[config.mk]
export PLATFORM = sky130hd
export DESIGN_NAME = spi_peripheral_mem_flat
export DESIGN_NICKNAME = d
export VERILOG_FILES = /design/src/rtl/spi_peripheral_mem_if.sv /design/src/rtl/spi_peripheral_mem.sv /design/src/flat_wrapper.sv
export SDC_FILE = /design/constraint.sdc
export NUM_CORES = 1
export LEC_CHECK = 0
export ABC_AREA = 1
export CAP_MARGIN = 10
export CORE_MARGIN = 2
export CORE_UTILIZATION = 40
export DETAILED_ROUTE_END_ITERATION = 6
export PLACE_DENSITY = 0.59
export SYNTH_ARGS = -nofsm -noshare
export SYNTH_HDL_FRONTEND = slang
export SYNTH_SLANG_ARGS = --single-unit
[constraint.sdc]
create_clock -name clk -period 1.72 [get_ports clk]
set_input_delay 0.344 -clock clk [delete_from_list [all_inputs] [get_ports clk]]
set_output_delay 0.344 -clock clk [all_outputs]
set_load 0.01 [all_outputs]
[src/rtl/spi_peripheral_mem_if.sv]
// rtl/spi_peripheral_mem_if.sv - serial frame bus between SPI controller and memory target
interface spi_peripheral_mem_if;
    logic cs;
    logic mosi;
    logic miso;
    logic ready;
    logic op_done;
    logic err;

    modport master (
        output cs,
        output mosi,
        input  miso,
        input  ready,
        input  op_done,
        input  err
    );

    modport slave (
        input  cs,
        input  mosi,
        output miso,
        output ready,
        output op_done,
        output err
    );
endinterface

[src/rtl/spi_peripheral_mem.sv]
// rtl/spi_peripheral_mem.sv - SPI-style target fronting a DEPTH x 8 register file
module spi_peripheral_mem #(
    parameter int DEPTH    = 32,
    parameter int READ_LAT = 1
) (
    input  logic                     clk,
    input  logic                     rst,
    spi_peripheral_mem_if.slave      bus,
    input  logic [$clog2(DEPTH)-1:0] dbg_addr,
    output logic [7:0]               dbg_data
);

    localparam int AW = $clog2(DEPTH);
    localparam int LW = (READ_LAT < 1) ? 1 : $clog2(READ_LAT + 1);

    typedef enum logic [2:0] {
        S_IDLE,
        S_RX,
        S_WAIT_CS,
        S_WRITE,
        S_RD_WAIT,
        S_RDY,
        S_TX
    } state_t;

    state_t         state_q, state_d;
    logic [4:0]     cnt_q, cnt_d;
    logic [16:0]    sr_q, sr_d;
    logic [LW-1:0]  lat_q, lat_d;
    logic           seen_q, seen_d;
    logic [3:0]     tx_cnt_q, tx_cnt_d;
    logic [7:0]     rdata_q, rdata_d;
    logic           miso_q, miso_d;
    logic           ready_q, ready_d;
    logic           op_done_q, op_done_d;
    logic           err_q, err_d;
    logic           mem_we;
    logic [7:0]     mem_q [DEPTH];

    // Frame fields: bit0 = wr, bits 1..8 = addr, bits 9..16 = data
    logic           frm_wr;
    logic [7:0]     frm_addr;
    logic [7:0]     frm_data;
    logic           addr_ok;
    logic [AW-1:0]  mem_idx;
    logic           rd_go;

    assign frm_wr   = sr_q[0];
    assign frm_addr = sr_q[8:1];
    assign frm_data = sr_q[16:9];
    // Full 8-bit compare so out-of-range addresses never alias into the array
    assign addr_ok  = ({24'd0, frm_addr} < DEPTH);
    assign mem_idx  = frm_addr[AW-1:0];

    // Read latency: count starts on the first edge that sees cs high
    assign rd_go = seen_q ? (lat_q == LW'(READ_LAT)) : (bus.cs && (READ_LAT == 0));

    assign bus.miso    = miso_q;
    assign bus.ready   = ready_q;
    assign bus.op_done = op_done_q;
    assign bus.err     = err_q;

    assign dbg_data = ({{(32-AW){1'b0}}, dbg_addr} < DEPTH) ? mem_q[dbg_addr] : 8'h00;

    // State register
    always_ff @(posedge clk) begin
        if (rst) begin
            state_q <= S_IDLE;
        end else begin
            state_q <= state_d;
        end
    end

    // Next-state logic
    always_comb begin
        state_d = state_q;
        case (state_q)
            S_IDLE:    if (!bus.cs) state_d = S_RX;
            S_RX: begin
                if (bus.cs) begin
                    state_d = S_IDLE;
                end else if (!frm_wr && cnt_q == 5'd8) begin
                    state_d = S_RD_WAIT;
                end else if (frm_wr && cnt_q == 5'd16) begin
                    state_d = S_WAIT_CS;
                end
            end
            S_WAIT_CS: if (bus.cs) state_d = S_WRITE;
            S_WRITE:   state_d = S_IDLE;
            S_RD_WAIT: if (rd_go) state_d = S_RDY;
            S_RDY:     state_d = S_TX;
            S_TX:      if (tx_cnt_q == 4'd8) state_d = S_IDLE;
            default:   state_d = S_IDLE;
        endcase
    end

    // Datapath and output next values per state
    always_comb begin
        cnt_d     = cnt_q;
        sr_d      = sr_q;
        lat_d     = lat_q;
        seen_d    = seen_q;
        tx_cnt_d  = tx_cnt_q;
        rdata_d   = rdata_q;
        miso_d    = 1'b0;
        ready_d   = 1'b0;
        op_done_d = 1'b0;
        err_d     = err_q;
        mem_we    = 1'b0;
        case (state_q)
            S_IDLE: begin
                if (!bus.cs) begin
                    sr_d   = {16'd0, bus.mosi};
                    cnt_d  = 5'd1;
                    seen_d = 1'b0;
                    lat_d  = '0;
                end
            end
            S_RX: begin
                if (!bus.cs) begin
                    sr_d[cnt_q] = bus.mosi;
                    cnt_d       = cnt_q + 5'd1;
                end else begin
                    cnt_d = 5'd0;
                end
            end
            S_WRITE: begin
                mem_we    = addr_ok;
                err_d     = !addr_ok;
                op_done_d = 1'b1;
            end
            S_RD_WAIT: begin
                if (rd_go) begin
                    rdata_d = addr_ok ? mem_q[mem_idx] : 8'h00;
                    err_d   = !addr_ok;
                    ready_d = 1'b1;
                end else if (seen_q) begin
                    lat_d = lat_q + LW'(1);
                end else if (bus.cs) begin
                    seen_d = 1'b1;
                    lat_d  = LW'(1);
                end
            end
            S_RDY: begin
                miso_d   = rdata_q[0];
                tx_cnt_d = 4'd1;
            end
            S_TX: begin
                if (tx_cnt_q != 4'd8) begin
                    miso_d   = rdata_q[tx_cnt_q[2:0]];
                    tx_cnt_d = tx_cnt_q + 4'd1;
                end
            end
            default: begin
                cnt_d = 5'd0;
            end
        endcase
    end

    // Datapath registers
    always_ff @(posedge clk) begin
        if (rst) begin
            cnt_q     <= 5'd0;
            sr_q      <= 17'd0;
            lat_q     <= '0;
            seen_q    <= 1'b0;
            tx_cnt_q  <= 4'd0;
            rdata_q   <= 8'h00;
            miso_q    <= 1'b0;
            ready_q   <= 1'b0;
            op_done_q <= 1'b0;
            err_q     <= 1'b0;
        end else begin
            cnt_q     <= cnt_d;
            sr_q      <= sr_d;
            lat_q     <= lat_d;
            seen_q    <= seen_d;
            tx_cnt_q  <= tx_cnt_d;
            rdata_q   <= rdata_d;
            miso_q    <= miso_d;
            ready_q   <= ready_d;
            op_done_q <= op_done_d;
            err_q     <= err_d;
        end
    end

    // Storage array; contents survive reset, but a reset in WRITE blocks the commit
    always_ff @(posedge clk) begin
        if (mem_we && !rst) begin
            mem_q[mem_idx] <= frm_data;
        end
    end

endmodule

[src/flat_wrapper.sv]
// flat-port wrapper written by rule: the top's interface ports become plain ports
module spi_peripheral_mem_flat 
#(
    parameter int DEPTH    = 32,
    parameter int READ_LAT = 1
)
  (clk, rst, dbg_addr, dbg_data, bus_cs, bus_mosi, bus_miso, bus_ready, bus_op_done, bus_err);
  spi_peripheral_mem_if bus_i ();
  input  logic clk;
  input  logic rst;
  input  logic [$clog2(DEPTH)-1:0] dbg_addr;
  output logic [7:0] dbg_data;
  input wire logic [$bits(bus_i.cs)-1:0] bus_cs;
  input wire logic [$bits(bus_i.mosi)-1:0] bus_mosi;
  output wire logic [$bits(bus_i.miso)-1:0] bus_miso;
  output wire logic [$bits(bus_i.ready)-1:0] bus_ready;
  output wire logic [$bits(bus_i.op_done)-1:0] bus_op_done;
  output wire logic [$bits(bus_i.err)-1:0] bus_err;
  assign bus_i.cs = bus_cs;
  assign bus_i.mosi = bus_mosi;
  assign bus_miso = bus_i.miso;
  assign bus_ready = bus_i.ready;
  assign bus_op_done = bus_i.op_done;
  assign bus_err = bus_i.err;
  spi_peripheral_mem #(.DEPTH(DEPTH), .READ_LAT(READ_LAT)) u_core (.clk(clk), .rst(rst), .bus(bus_i), .dbg_addr(dbg_addr), .dbg_data(dbg_data));
endmodule
==> results.py <==
metrics = {
    "pwr": {
        "p_leak_nw": 7.70,
        "cellPowerDensity_nw_per_um2": 848,
        "p_total_mw": 17.3,
        "vdd_drop_max_mv": 0.627,
    },
    "clock_network": {
        "htree_levels": 2,
        "clock_path_buffers": 3,
        "clock-sinks": 304,
        "insertion_delay_ps": 570,
        "cts_tree": "done",
        "path_clk_slew_ps": 60,
        "cts_buffers": 37,
        "cts.root.buffer_cell": "clkbuf_16",
    },
    "timing": {
        "fin_crit_ps": 2320,
        "slew_violations": 0,
        "hold_viol_final": 0,
        "max_freq_mhz": 432,
        "period_share_pct": 135,
        "tightestPinTransition_ps": 540,
        "worst_slack_ps": -597,
        "whs_ps": 468,
        "setup_viol": 16,
        "clock_skew_ps": 26.5,
        "relSlewSlack_pct": 64.0,
        "grt_setup_unrepaired": "true",
        "fin_setup_tns_ps": -3710,
    },
    "critical_path": {
        "worstSetupPathType": "reg -> out",
        "crit_fanout": 2,
        "startpoint_type": "flip-flop",
        "crit_top_cell": "nand3_1",
        "cpPeakStageDelay_ps": 370,
        "crit_arrival_ps": 1970,
        "required_ps": 1380,
        "slowest_stage": "edfxtp_1",
        "crit_chain": "nor2_1 -> o211ai_1 -> nand3_1 -> nand3_1 -> o21a_1 -> buf_2",
        "end_kind": "primary output",
        "critPathBufInv": 1,
        "crit_family": "compound AO/OA/AOI/OAI gates",
    },
    "global_routing": {
        "grt_max_degree": 45,
        "grt_pass1_wl_um": 75300,
        "grt_antenna_before_repair": 0,
        "globalRouteOverflowTotal": 0,
        "grt_pass1_vias": 12400,
        "grtUsageTotal_pct": 25.7,
    },
    "detailed_routing": {
        "drc": 1,
        "wl_per_cell_um": 22.8,
        "ant_nets": 0,
        "via_per_inst": 5.97,
        "num_vias": 14100,
        "drt-total-wl_um": 53800,
        "dr.pass1.iters": 7,
        "drtIter0Drc": 1935,
    },
    "synthesis": {
        "synth.area.top_cells": "edfxtp_1 (51%), nand2_1 (12%), nand3_1 (7.7%), dfxtp_1 (6.4%), o21ai_0 (5.2%)",
        "postSynth.asyncResetShare_pct": 0,
        "syn-cell-area_um2": 15000,
        "synth.distinct_cells": 38,
        "synthFlopType": "edfxtp_1",
        "yosysMostFrequentCell": "nand2_1",
        "ys_seq_elements": 304,
        "synth_fp_nets": 1693,
        "synth_seq_area_share_pct": 57.6,
        "netlist.area_leader.share_pct": 51.2,
        "synth_area_leader_cell": "edfxtp_1",
        "ys_warn_count": 0,
        "syn_avg_cell_area_um2": 8.95,
        "synth_edf_count": 256,
        "syn_inst": 1678,
        "yosys-top-cells-count": "nand2_1 (473), edfxtp_1 (256), nand3_1 (230), nor2_1 (177), o21ai_0 (157)",
    },
    "final_layout": {
        "area_growth_pct": 35.8,
        "fillCellCount": 3153,
        "layout-drive-gt1-share_pct": 28.8,
        "seqCellArea_um2": 8660,
        "post-route-util_pct": 55.4,
        "layout.nets": 1876,
        "fin_area_um2": 20400,
        "multi_input_area_um2": 6730,
    },
    "die": {
        "die_y_um": 198,
        "coreArea_um2": 36800,
        "start_util_pct": 40.8,
        "rows": 70,
        "ios": 21,
        "die_x_um": 198,
        "fp.dieArea_um2": 39100,
    },
    "place": {
        "portBuffers": 20,
        "hpwlAfterDp_um": 32700,
        "place_area_um2": 17000,
        "gp_congestion": 0.991,
    },
    "min_path": {
        "hold_path_class": "reg -> reg",
    },
    "status": {
        "violations": "design-rule violations, negative setup slack",
        "status": "finished, violations left",
    },
    "flow_run": {
        "drv_cap": 0,
    },
}
## per-stage QoR
| stage | setup WS (ps) | std cells |
|---|---|---|
| finish | -597 | 2356 |
| CTS | -508 | 2303 |
| global route | -632 | 2355 |
| floorplan | -116 | 1678 |
| global placement | -895 | 2232 |
| detailed placement | -893 | 2232 |
## worst register-to-register path, cell delays in order (launching register included)
cell       delay [ps]
dfxtp_4           500
clkinv_8          140
buf_6             140
clkbuf_16         160
nand2_1            60
nand3_1            60
nand2_1            70
nand2_1            70
nand3_2           130
nand3_4           130
nand3_4           140
a21oi_2            60
## cells by family after synthesis
family	Yosys count	synth area share, %
AND/OR/NAND/NOR	911	25.5
buffers and inverters	167	4.94
adder cells (fa/ha/maj)	6	0.500
flip-flops	304	57.6
AO/OA/AOI/OAI	290	11.5
## state kept, by name (all words and copies together), names as in the netlist, 3 cells and up, named ones only
register,flops
u_core.sr_q,17
u_core.mem_q,256
u_core.state_q,3
u_core.tx_cnt_q,4
u_core.rdata_q,8
u_core.cnt_q,5
## path summary, 6_finish.rpt
| path | startpoint | cells after the start | to | slack (ps) |
|---|---|---|---|---|
| setup / recovery | u_core.mem_q[20][3] | 6 | dbg_data[3] | -600 |
| hold / removal | u_core.lat_q | 2 | u_core.lat_q | 470 |
| setup reg to reg | flip-flop | 11 | u_core.rdata_q[5] | -60 |
| hold reg to reg | u_core.lat_q | 2 | u_core.lat_q | 470 |
## power by group
part	internal, mW	switching [mW]
clock network	4.73	3.08
logic	0.647	0.915
registers	7.90	0.0238
## placed cells by master (no fill, tap or decap), drive strengths merged, types with 2 or more instances in the layout
master	instances
nand2	476
edfxtp	256
nand3	234
buf	228
nor2	184
o21ai	161
clkbuf	59
inv	57
o221ai	55
a21oi	49
dfxtp	48
o211ai	18
clkinv	15
nor3	9
ha	6
dlygate4sd2	6
bufinv	4
clkdlybuf4s50	4
nor3b	4
o22ai	3
clkinvlp	2
## layout make-up
| class | count | area share (%) |
|---|---|---|
| Antenna cell | 1 | 0.0123 |
| Clock buffer | 46 | 4.91 |
| Clock inverter | 19 | 0.981 |
| Inverter | 58 | 1.21 |
| Multi-Input combinational cell | 1207 | 33.0 |
| Sequential cell | 304 | 42.5 |
| Tap cell | 468 | 2.87 |
| Timing Repair Buffer | 252 | 14.5 |
| Timing Repair inverter | 1 | 0.0429 |
## routing by layer
metal | track usage [%] | vias to the layer above | share of wire, %
met4 | 10.6 | 0 | 4.3
li1 | - | 6264 | -
met2 | 40.8 | 888 | 45
met3 | 4.24 | 159 | 9.9
met5 | 0 | - | 0
met1 | 35.0 | 6757 | 41
## what timing repair did
item,4_1_cts,5_1_grt
setup buffers,4,36
hold buffers,0,0
resized for setup,165,294
pin swaps,65,122
endpoints found under the setup margin,233,275
gates cloned,4,16
(Power assumes the default switching activity.)
